==> src/rtl/hash_sweep_pkg.sv <==
// Shared types and helpers for the initial-hash sweep sequencer.
// A candidate string is 8 characters of 7 bits, character k in bits [7k+6:7k].
package hash_sweep_pkg;

    localparam int CHAR_W    = 7;
    localparam int NUM_CHARS = 8;
    localparam int STR_W     = CHAR_W * NUM_CHARS;
    localparam int HASH_W    = 32;

    typedef enum logic [1:0] {
        IDLE  = 2'd0,
        RUN   = 2'd1,
        DRAIN = 2'd2,
        DONE  = 2'd3
    } sweep_state_t;

    typedef logic [CHAR_W-1:0] char_t;
    typedef logic [STR_W-1:0]  str_t;

    // String with every character position set to c
    function automatic str_t fill_str(input char_t c);
        return {NUM_CHARS{c}};
    endfunction

    // Odometer step: digit 0 is least significant; a digit sitting at hi
    // wraps to lo and carries into the next digit.
    function automatic str_t odo_next(input str_t cur, input char_t lo, input char_t hi);
        str_t nxt;
        logic carry;
        nxt   = cur;
        carry = 1'b1;
        for (int k = 0; k < NUM_CHARS; k++) begin
            if (carry) begin
                if (cur[k*CHAR_W +: CHAR_W] == hi) begin
                    nxt[k*CHAR_W +: CHAR_W] = lo;
                end else begin
                    nxt[k*CHAR_W +: CHAR_W] = cur[k*CHAR_W +: CHAR_W] + 1'b1;
                    carry = 1'b0;
                end
            end
        end
        return nxt;
    endfunction

endpackage

==> src/rtl/hash_match_fifo.sv <==
// Synchronous FIFO holding matching strings. Reports its occupancy so the
// sequencer can reserve room for every candidate still in the hash pipeline.
// A push and a pop in the same cycle leave the count unchanged.
module hash_match_fifo #(
    parameter int DEPTH = 16,
    parameter int W     = 56
) (
    input  logic                       clk,
    input  logic                       rst_n,
    input  logic                       push,
    input  logic [W-1:0]               push_data,
    input  logic                       pop_ready,
    output logic                       rd_valid,
    output logic [W-1:0]               rd_data,
    output logic [$clog2(DEPTH+1)-1:0] count
);

    localparam int AW = $clog2(DEPTH);
    localparam int CW = $clog2(DEPTH+1);

    logic [W-1:0]  mem [DEPTH];
    logic [AW-1:0] wr_ptr;
    logic [AW-1:0] rd_ptr;
    logic          do_push;
    logic          do_pop;

    assign rd_valid = (count != '0);
    assign do_pop   = pop_ready && rd_valid;
    assign do_push  = push && ((count != CW'(DEPTH)) || do_pop);
    // Head is forced to zero while empty so the port never shows stale data
    assign rd_data  = rd_valid ? mem[rd_ptr] : '0;

    // Pointer and occupancy bookkeeping
    always_ff @(posedge clk or negedge rst_n) begin
        if (!rst_n) begin
            wr_ptr <= '0;
            rd_ptr <= '0;
            count  <= '0;
        end else begin
            if (do_push) wr_ptr <= wr_ptr + 1'b1;
            if (do_pop)  rd_ptr <= rd_ptr + 1'b1;
            case ({do_push, do_pop})
                2'b10:   count <= count + 1'b1;
                2'b01:   count <= count - 1'b1;
                default: count <= count;
            endcase
        end
    end

    // Storage array; contents are qualified by count, so no reset needed
    always_ff @(posedge clk) begin
        if (do_push) mem[wr_ptr] <= push_data;
    end

endmodule

==> src/rtl/hash_sweep_ctrl.sv <==
// Sweep sequencer for the 8-character initial-hash pipeline.
// Enumerates every candidate over [char_lo, char_hi]^8, issues one per cycle
// when there is guaranteed room for its result, compares returned hashes
// with the target and queues matching strings for a valid/ready consumer.
// Optional build macro HASH_SWEEP_PERF_EN adds perf_issued / perf_stall.
module hash_sweep_ctrl
    import hash_sweep_pkg::*;
#(
    parameter int HASH_LATENCY = 8,
    parameter int FIFO_DEPTH   = 16
) (
    input  logic              clk,
    input  logic              rst_n,
    input  logic              start,
    input  logic              abort,
    input  logic [31:0]       seed,
    input  logic [31:0]       target,
    input  logic [6:0]        char_lo,
    input  logic [6:0]        char_hi,
    output logic              busy,
    output logic              done,
    output logic              range_err,
    output logic [STR_W-1:0]  hp_chars,
    output logic [31:0]       hp_seed,
    input  logic [HASH_W-1:0] hp_hash,
`ifdef HASH_SWEEP_PERF_EN
    output logic [63:0]       perf_issued,
    output logic [31:0]       perf_stall,
`endif
    output logic              match_valid,
    input  logic              match_ready,
    output logic [STR_W-1:0]  match_str
);

    localparam int INF_W  = $clog2(HASH_LATENCY+1);
    localparam int FCNT_W = $clog2(FIFO_DEPTH+1);
    localparam int OCC_W  = FCNT_W + 1;

    sweep_state_t      state;
    char_t             lo_r;
    char_t             hi_r;
    logic [31:0]       target_r;
    logic [HASH_LATENCY-1:0] vld_line;
    str_t              str_line [HASH_LATENCY];
    logic [INF_W-1:0]  inflight;
    logic [FCNT_W-1:0] fifo_count;
    logic [OCC_W-1:0]  occupancy;
    logic              credit_ok;
    logic              issue;
    logic              match_push;

    // Candidates currently travelling through the hash pipeline
    always_comb begin
        inflight = '0;
        for (int i = 0; i < HASH_LATENCY; i++) begin
            inflight = inflight + INF_W'(vld_line[i]);
        end
    end

    // Every issued candidate may match, so the FIFO must have a slot reserved
    // for each one in flight; this is what makes a dropped match impossible.
    assign occupancy  = OCC_W'(fifo_count) + OCC_W'(inflight);
    assign credit_ok  = (occupancy < OCC_W'(FIFO_DEPTH));
    assign issue      = (state == RUN) && !abort && credit_ok;
    assign match_push = vld_line[HASH_LATENCY-1] && (hp_hash == target_r);

    // Sweep FSM with registered status outputs; hp_chars is the odometer
    always_ff @(posedge clk or negedge rst_n) begin
        if (!rst_n) begin
            state     <= IDLE;
            busy      <= 1'b0;
            done      <= 1'b0;
            range_err <= 1'b0;
            hp_chars  <= '0;
            hp_seed   <= '0;
        end else begin
            done <= 1'b0;
            case (state)
                IDLE: begin
                    if (start) begin
                        hp_seed   <= seed;
                        range_err <= (char_lo > char_hi);
                        if (char_lo > char_hi) begin
                            state <= DONE;
                            done  <= 1'b1;
                        end else begin
                            state    <= RUN;
                            busy     <= 1'b1;
                            hp_chars <= fill_str(char_lo);
                        end
                    end
                end
                RUN: begin
                    if (abort) begin
                        state <= DRAIN;
                    end else if (issue) begin
                        // The all-hi string is the final candidate; hold it
                        if (hp_chars == fill_str(hi_r)) begin
                            state <= DRAIN;
                        end else begin
                            hp_chars <= odo_next(hp_chars, lo_r, hi_r);
                        end
                    end
                end
                DRAIN: begin
                    if (inflight == '0) begin
                        state <= DONE;
                        busy  <= 1'b0;
                        done  <= 1'b1;
                    end
                end
                DONE: begin
                    state <= IDLE;
                end
                default: begin
                    state <= IDLE;
                    busy  <= 1'b0;
                end
            endcase
        end
    end

    // Sweep configuration captured on an accepted start, held until DONE
    always_ff @(posedge clk) begin
        if (state == IDLE && start) begin
            lo_r     <= char_lo;
            hi_r     <= char_hi;
            target_r <= target;
        end
    end

    // Valid delay line aligned with the hash pipeline latency
    always_ff @(posedge clk or negedge rst_n) begin
        if (!rst_n) begin
            vld_line <= '0;
        end else begin
            vld_line <= {vld_line[HASH_LATENCY-2:0], issue};
        end
    end

    // Candidate delay line; entries are qualified by vld_line
    always_ff @(posedge clk) begin
        str_line[0] <= hp_chars;
        for (int i = 1; i < HASH_LATENCY; i++) begin
            str_line[i] <= str_line[i-1];
        end
    end

    hash_match_fifo #(
        .DEPTH (FIFO_DEPTH),
        .W     (STR_W)
    ) u_match_fifo (
        .clk       (clk),
        .rst_n     (rst_n),
        .push      (match_push),
        .push_data (str_line[HASH_LATENCY-1]),
        .pop_ready (match_ready),
        .rd_valid  (match_valid),
        .rd_data   (match_str),
        .count     (fifo_count)
    );

`ifdef HASH_SWEEP_PERF_EN
    logic stall;
    assign stall = (state == RUN) && !abort && !credit_ok;

    // Issue and throttle counters, cleared on each accepted start, saturating
    always_ff @(posedge clk or negedge rst_n) begin
        if (!rst_n) begin
            perf_issued <= '0;
            perf_stall  <= '0;
        end else if (state == IDLE && start) begin
            perf_issued <= '0;
            perf_stall  <= '0;
        end else begin
            if (issue && (perf_issued != '1)) perf_issued <= perf_issued + 64'd1;
            if (stall && (perf_stall != '1))  perf_stall  <= perf_stall + 32'd1;
        end
    end
`endif

endmodule

==> config.mk <==
export PLATFORM = sky130hd
export DESIGN_NAME = hash_sweep_ctrl
export DESIGN_NICKNAME = d
export VERILOG_FILES = /design/src/rtl/hash_sweep_pkg.sv /design/src/rtl/hash_match_fifo.sv /design/src/rtl/hash_sweep_ctrl.sv
export SDC_FILE = /design/constraint.sdc
export NUM_CORES = 2
export LEC_CHECK = 0
export BUFFER_PORTS_ARGS = -buffer_cell sky130_fd_sc_hd__buf_2
export CAP_MARGIN = 20
export CELL_PAD_IN_SITES_DETAIL_PLACEMENT = 2
export CELL_PAD_IN_SITES_GLOBAL_PLACEMENT = 2
export CORE_MARGIN = 3
export CORE_UTILIZATION = 33
export DETAILED_ROUTE_END_ITERATION = 8
export PLACE_DENSITY_LB_ADDON = 0.1
export SKIP_LAST_GASP = 1
export SYNTH_ARGS = -nofsm -noshare
export SYNTH_HDL_FRONTEND = slang
export SYNTH_SLANG_ARGS = --single-unit
==> constraint.sdc <==
create_clock -name clk -period 10.28 [get_ports clk]
set_clock_uncertainty 0.05 [all_clocks]
set_input_delay 2.056 -clock clk [delete_from_list [all_inputs] [get_ports clk]]
set_output_delay 2.056 -clock clk [all_outputs]
set_load 0.05 [all_outputs]
## Yosys cells after proc, flatten, opt, wreduce, memory -nomap -nowiden

Memories as Yosys holds them, arrays and structs flattened.
Index checks and enable logic that the tools add are counted.

- Input port bits: 115
- Bits in registers: 160
- Output and inout port bits: 148
- Bits in writable memories: 1344
- Word-level logic and storage cells: 181
- Memories kept: 2

- Order comparisons: 2
- $add $sub $neg: 20
- Reductions and logical operators: 25
- Equality and inequality tests: 31
- Mux-type cells: 81

Memory list:

| name | depth | width | read ports | clocked after memory_dff | wr ports | line | source |
|---|---|---|---|---|---|---|---|
| u_match_fifo.mem | 16 | 56 | 1 | 0 | 1 | hash_match_fifo.sv:21 | `logic [W-1:0] mem [DEPTH];` |
| str_line | 8 | 56 | 8 | 0 | 8 | hash_sweep_ctrl.sv:44 | `str_t str_line [HASH_LATENCY];` |

Operator list:

| kind | count |
|---|---|
| 56-bit 2-to-1 mux | 6 |
| 56-bit case mux with 2 select lines | 1 |
| 7-bit 2-to-1 mux | 15 |
| 7-bit by 1-bit adder with 7-bit output (second input constant) | 8 |
| 56-bit equality test | 1 |
| 7-bit equality test | 8 |
| 1-bit 2-to-1 mux | 49 |
| 7-bit AND reduction | 7 |
| 32-bit equality test | 1 |
| 4-bit by 1-bit adder with 4-bit output | 4 |
| 2-bit by 1-bit != test with 1-bit output (second input constant) | 7 |
| 2-bit 2-to-1 mux | 6 |
| 2-bit != test (second input constant) | 6 |
| 5-bit case mux with 2 select lines | 1 |
| 4-bit by 1-bit adder with 4-bit output (second input constant) | 2 |
| 2-bit case mux with 4 select lines | 1 |
| 4-bit AND reduction | 2 |
| 7-bit > comparator | 1 |
| 5-bit by 4-bit adder with 6-bit output | 1 |
| 2-bit equality test (second input constant) | 3 |
| 1-bit logical AND | 6 |
| 6-bit by 5-bit < comparator with 1-bit output (second input constant) | 1 |
| 6-bit AND reduction | 1 |
| 2-bit nonzero test | 3 |
| other kinds (16) | 18 |

## Depth between registers and ports, before layout

- Word-level depth: 48
- Mapped depth: 18
- Mapped depth without buffers: 17

## Cells and area by module

A second synthesis with hierarchy kept.

- Cell total of the unflattened synthesis: 2741
- Area total of the unflattened synthesis: 52446.6 um^2

By module, submodules not included:

| module | area each (um^2) | seq. area each (um^2) | times used | cells an instance |
|---|---|---|---|---|
| hash_match_fifo | 35042.4 | 27231.1 | 1 | 1523 |
| hash_sweep_ctrl | 17404.2 | 12877.4 | 1 | 1218 |

## Worst setup path before layout

Ideal clock, no wire load.

- Kind: input to register
- Start point: in hp_hash[24]
- End point: mem u_match_fifo.mem[7][0] (enable)
- Required time: 9.622 ns
- Arrival time: 8.613 ns
- Library setup time: 0.608 ns
- Setup slack: 1.008 ns
- Path buffers: 1
- Stages: 6
- Cell sequence: xor2_1 -> nor4_1 -> nand4_1 -> or4_1 -> clkbuf_1 -> nor4_1

- Cells in the longest elaborated chain, start to end: 5

RTL lines:

| element | line | source |
|---|---|---|
| start: declaration | hash_sweep_ctrl.sv:25 | `input logic [HASH_W-1:0] hp_hash,` |
| 32-bit equality test | hash_sweep_ctrl.sv:65 | `assign match_push = vld_line[HASH_LATENCY-1] && (hp_hash == target_r);` |
| 1-bit logical AND | hash_sweep_ctrl.sv:65 |  |
| 1-bit logical AND | hash_match_fifo.sv:29 | `assign do_push = push && ((count != CW'(DEPTH)) \|\| do_pop);` |
| 1-bit 2-to-1 mux | hash_match_fifo.sv:52 | `if (do_push) mem[wr_ptr] <= push_data;` |
| 1-bit 2-to-1 mux (implied by the code) | hash_match_fifo.sv:52 |  |
| end: declaration | hash_match_fifo.sv:21 |  |

No other way between the ends.

## Final worst setup path

- Start point: reg vld_line[0]
- End point: reg hp_chars[21]

- Cells in the longest elaborated chain, start to end: 12

RTL lines:

| element | line | source |
|---|---|---|
| start: declaration | hash_sweep_ctrl.sv:43 | `logic [HASH_LATENCY-1:0] vld_line;` |
| start signal: assignment | hash_sweep_ctrl.sv:137 | `vld_line <= {vld_line[HASH_LATENCY-2:0], issue};` |
| 1-bit by 1-bit adder with 2-bit output | hash_sweep_ctrl.sv:56 | `inflight = inflight + INF_W'(vld_line[i]);` |
| 2-bit by 1-bit adder with 3-bit output | hash_sweep_ctrl.sv:56 |  |
| 3-bit by 1-bit adder with 4-bit output | hash_sweep_ctrl.sv:56 |  |
| 4-bit by 1-bit adder with 4-bit output (4 in series) | hash_sweep_ctrl.sv:56 |  |
| 5-bit by 4-bit adder with 6-bit output | hash_sweep_ctrl.sv:62 | `assign occupancy = OCC_W'(fifo_count) + OCC_W'(inflight);` |
| 6-bit by 5-bit < comparator with 1-bit output | hash_sweep_ctrl.sv:63 | `assign credit_ok = (occupancy < OCC_W'(FIFO_DEPTH));` |
| 1-bit logical AND | hash_sweep_ctrl.sv:64 | `assign issue = (state == RUN) && !abort && credit_ok;` |
| 2-bit != test (no line) | -- |  |
| 7-bit AND reduction (no line) | -- |  |
| end signal: assignment | hash_sweep_ctrl.sv:89 | `hp_chars <= fill_str(char_lo);` |
| end signal: assignment | hash_sweep_ctrl.sv:101 | `hp_chars <= odo_next(hp_chars, lo_r, hi_r);` |
| end: declaration | hash_sweep_ctrl.sv:23 | `output logic [STR_W-1:0] hp_chars,` |

No other way between the ends.
A chain may end at the register's enable or synchronous reset.

==> run summary <==
First drt pass iteration count - 5
Min Tclk post-route - 6310 ps
Htree depth - 4
Via count - 25100
Clock root cell - clkbuf_16
Initial core utilization - 33.5%
Psw - 6990 µW
Yosys top cell area share - 54.5%
RD Place Congestion - 0.768
Critical path class - reg2reg
# rows - 144
Register area share after synthesis - 77.3%
R2R Setup Slk - 3970 ps
Max cap viols - 0
Worst R2R Path Depth - 15
Worst r2r src - vld_line[0]
Nets - 3154
Final Worst Setup Slack - 3970 ps
Crit path max fanout - 14
Outcome - finished clean
Largest net degree at the start of global routing - 114
Hold Path Depth - 0
Pins Over Slew Limit - 0
Vias per cell - 4.84
RSZ-0062 raised after global routing - no
Peak VDD IR - 0.000215 V
Syn Nets - 2797
CP top delay family - adder cells
Setup TNS - 0 ps
Antenna-violating nets left - 0
Share of layout cells above drive strength 1 - 28.9%
Num CTS Buffers - 162
# hold bufs at CTS - 0
Remaining global-route overflow - 0
Hold Vio Cnt, Final - 0
Portion of total power attributed to combinational logic - 26.6%
Die height - 403 µm
Ys flop type - edfxtp_1
Die span in x - 403 µm
PortBufs - 262
Initial DRC count - 1609
Data arrival, critical path - 6910 ps
Cell Pwr Density - 334 mW/mm²
DRC - 0
Crit path cell chain - fa_1, inv_1, fa_1, fa_1, inv_1, ha_1, fa_1, ha_1, a311oi_1, nor2_1, nor3_1, nand3b_1, a211oi_2, a21oi_1, a221o_1
Vias in the first global route - 28800
Filler-free cell count of the finished design - 5188
Inst Count DP - 4881
Hold Startpoint - str_line[0][137]
Post-Route WL - 138 mm
Clock power share - 28.0%
Initial antenna violation count - 11
Yosys top cell by area - edfxtp_1
Total die area - 0.162 mm²
Worst-Margin Slew - 1060 ps
Longest Clk Path Bufs - 3
WP buf/inv - 2
Slowest CP cell - a211oi_2
Reg2reg end - hp_chars[21]
Post-DR wirelength/cell - 26.6 µm
Post-synthesis register bit count - 1504
Slew margin rel. - 29.0%
Core area - 0.155 mm²
CP startpoint kind - flip-flop
Synth area leaders - edfxtp_1 (54%), dfxtp_1 (17%), mux4_2 (12%), dfrtp_1 (5.5%), xor2_1 (1.3%)
Dpl hpwl - 80.1 mm
CTS tree - done
Post-CTS Setup Bufs - 0
Final Cycle Share - 61.4%
Clock transition at path regs - 60 ps
Avg Inst Size Synth - 19.6 µm²
Yosys warning count - 0
Async set-reset flop share out of synthesis - 7.58%
Hold Crit Endpoint - str_line[0][193]
Total GRT Usage - 17.3%
Clk Latency, worst-skew pair - 790 ps
Post-CTS Resized - 0
Post-synth EDFFs - 942
Register share of total power - 45.3%
Layout area overhead - 17.7%
I/O pins - 263
Crit path largest cell delay - 890 ps
Worst path required time - 10880 ps
Post-Syn Area - 0.0519 mm²
Sw frac - 34.3%
Static leakage - 0.0214 µW
Synth cell types - 60
Tot Pwr - 20400 µW
Final setup vio count - 0
Crit path top cell by count - fa_1
Worst slack at placement - 3860 ps
Pint - 13400 µW
Core Util, Final - 39.4%
Min-Delay Path Class - reg2reg
Crit end category - flip-flop
Max Fclk - 159 MHz
Clock sinks - 1504
Synth Instances - 2644
Global-route wire length before repair - 205 mm
[cells in the mapped netlist (7+ instances only)]
cell type / count
dfxtp_1: 448
inv_1: 35
a21oi_1: 97
o21ai_1: 10
o21ai_0: 34
nor2b_1: 7
nand3_1: 19
and3_1: 14
buf_1: 27
xor2_1: 80
a21o_1: 9
edfxtp_1: 942
a211oi_1: 9
nand2_1: 56
nand4_1: 10
and2_1: 61
dfrtp_1: 114
mux2_2: 35
nor3_1: 15
nor4_1: 18
clkbuf_1: 76
mux4_2: 280
nor2_1: 72
mux2i_1: 11
xnor2_1: 60
ha_1: 33
[layout make-up]
cell class                      instances  area, µm²
Inverter                               36        135
Antenna cell                            2       5.00
Clock buffer                          249       4830
Sequential cell                      1504      40100
Tap cell                             2044       2560
Fill cell                           14600      94000
Multi-Input combinational cell        987      11300
Clock inverter                         56        452
Timing Repair Buffer                  310       1730
[power groups by stage]
stage / sequential (µW) / combinational, µW / clock [µW]
finish: 9240 / 5430 / 5710
global route: 9470 / 5840 / 6150
CTS: 9300 / 5580 / 5910
detailed placement: 9410 / 5560 / 0
global placement: 9340 / 5450 / 0
floorplan: 9270 / 3570 / 0
[stage by stage]
stage / cell area [µm²] / hold WS (ps)
final: 61100 / 259
after global routing: 61100 / 267
after CTS: 61100 / 260
after detailed placement: 55800 / 263
after global placement: 55800 / 260
after floorplan: 51900 / 260
[metal layers]
metal,wire length (µm),global-route usage [%],vias up,share of wire [%]
li1,-,-,10900,-
met1,60200,22.7,13400,44
met2,67800,28.7,572,49
met3,6630,3.87,206,4.8
met4,3330,4.92,6,2.4
met5,54,0,-,0.039
[cells in the final DEF (no fill, tap or decap), types with 6 or more instances in the layout]
cell type	synthesis	final
a211oi_1	9	9
a21o_1	9	9
a21oi_1	97	97
a21oi_2	6	6
and2_1	61	57
and3_1	14	8
and3_4	0	6
buf_2	6	261
buf_4	2	45
clkbuf_1	76	54
clkbuf_16	0	173
clkbuf_8	0	22
clkinv_1	1	16
clkinv_2	0	23
dfrtp_1	114	110
dfxtp_1	448	448
edfxtp_1	942	942
ha_1	33	32
inv_1	35	35
mux2_2	35	35
mux2i_1	11	11
mux4_2	280	280
nand2_1	56	56
nand3_1	19	19
nand4_1	10	10
nor2_1	72	69
nor2_2	6	6
nor2b_1	7	7
nor3_1	15	15
nor4_1	18	14
nor4_2	3	7
o21ai_0	34	34
o21ai_1	10	10
xnor2_1	60	60
xor2_1	80	80
[kinds of logic (layout without fill, tap and decap cells)]
| group | count (synthesis) | after routing | share of synthesized area, % |
|---|---|---|---|
| multiplexers | 327 | 327 | 13.1 |
| AO/OA/AOI/OAI | 185 | 185 | 2.03 |
| adder cells (fa/ha/maj) | 38 | 38 | 0.988 |
| flip-flops | 1504 | 1504 | 77.3 |
| other | 0 | 2 | 0 |
| buffers and inverters | 153 | 651 | 1.19 |
| XOR/XNOR | 140 | 140 | 2.36 |
| AND/OR/NAND/NOR | 297 | 297 | 3.04 |
[how the worst max path moves through the flow]
stage           startpoint  slack (ps)  depth (start not counted)                       end
2_1_floorplan  hp_hash[24]        1010                          6    u_match_fifo.mem[7][0]
3_3_place_gp   hp_hash[28]        3930                         10  u_match_fifo.mem[11][46]
3_5_place_dp   hp_hash[28]        3860                         10  u_match_fifo.mem[11][47]
4_1_cts        vld_line[0]        3890                         16              hp_chars[21]
5_1_grt        vld_line[0]        3500                         16              hp_chars[21]
6_report       vld_line[0]        3970                         15              hp_chars[21]
[worst register-to-register path: stages, from the launching register on]
cell	delay [ps]
dfrtp_1	400
fa_1	530
inv_1	50
fa_1	460
fa_1	500
inv_1	40
ha_1	210
fa_1	580
ha_1	240
a311oi_1	300
nor2_1	80
nor3_1	560
nand3b_1	300
a211oi_2	890
a21oi_1	540
a221o_1	470
[state kept, by name, indices dropped and copies added, names as in the netlist, 2 cells and up]
name                 flops
u_match_fifo.mem       896
str_line               448
hp_chars                56
hp_seed                 32
target_r                32
vld_line                 8
hi_r                     7
lo_r                     7
u_match_fifo.count       5
u_match_fifo.rd_ptr      4
u_match_fifo.wr_ptr      4
state                    2
(Power assumes the default switching activity.)
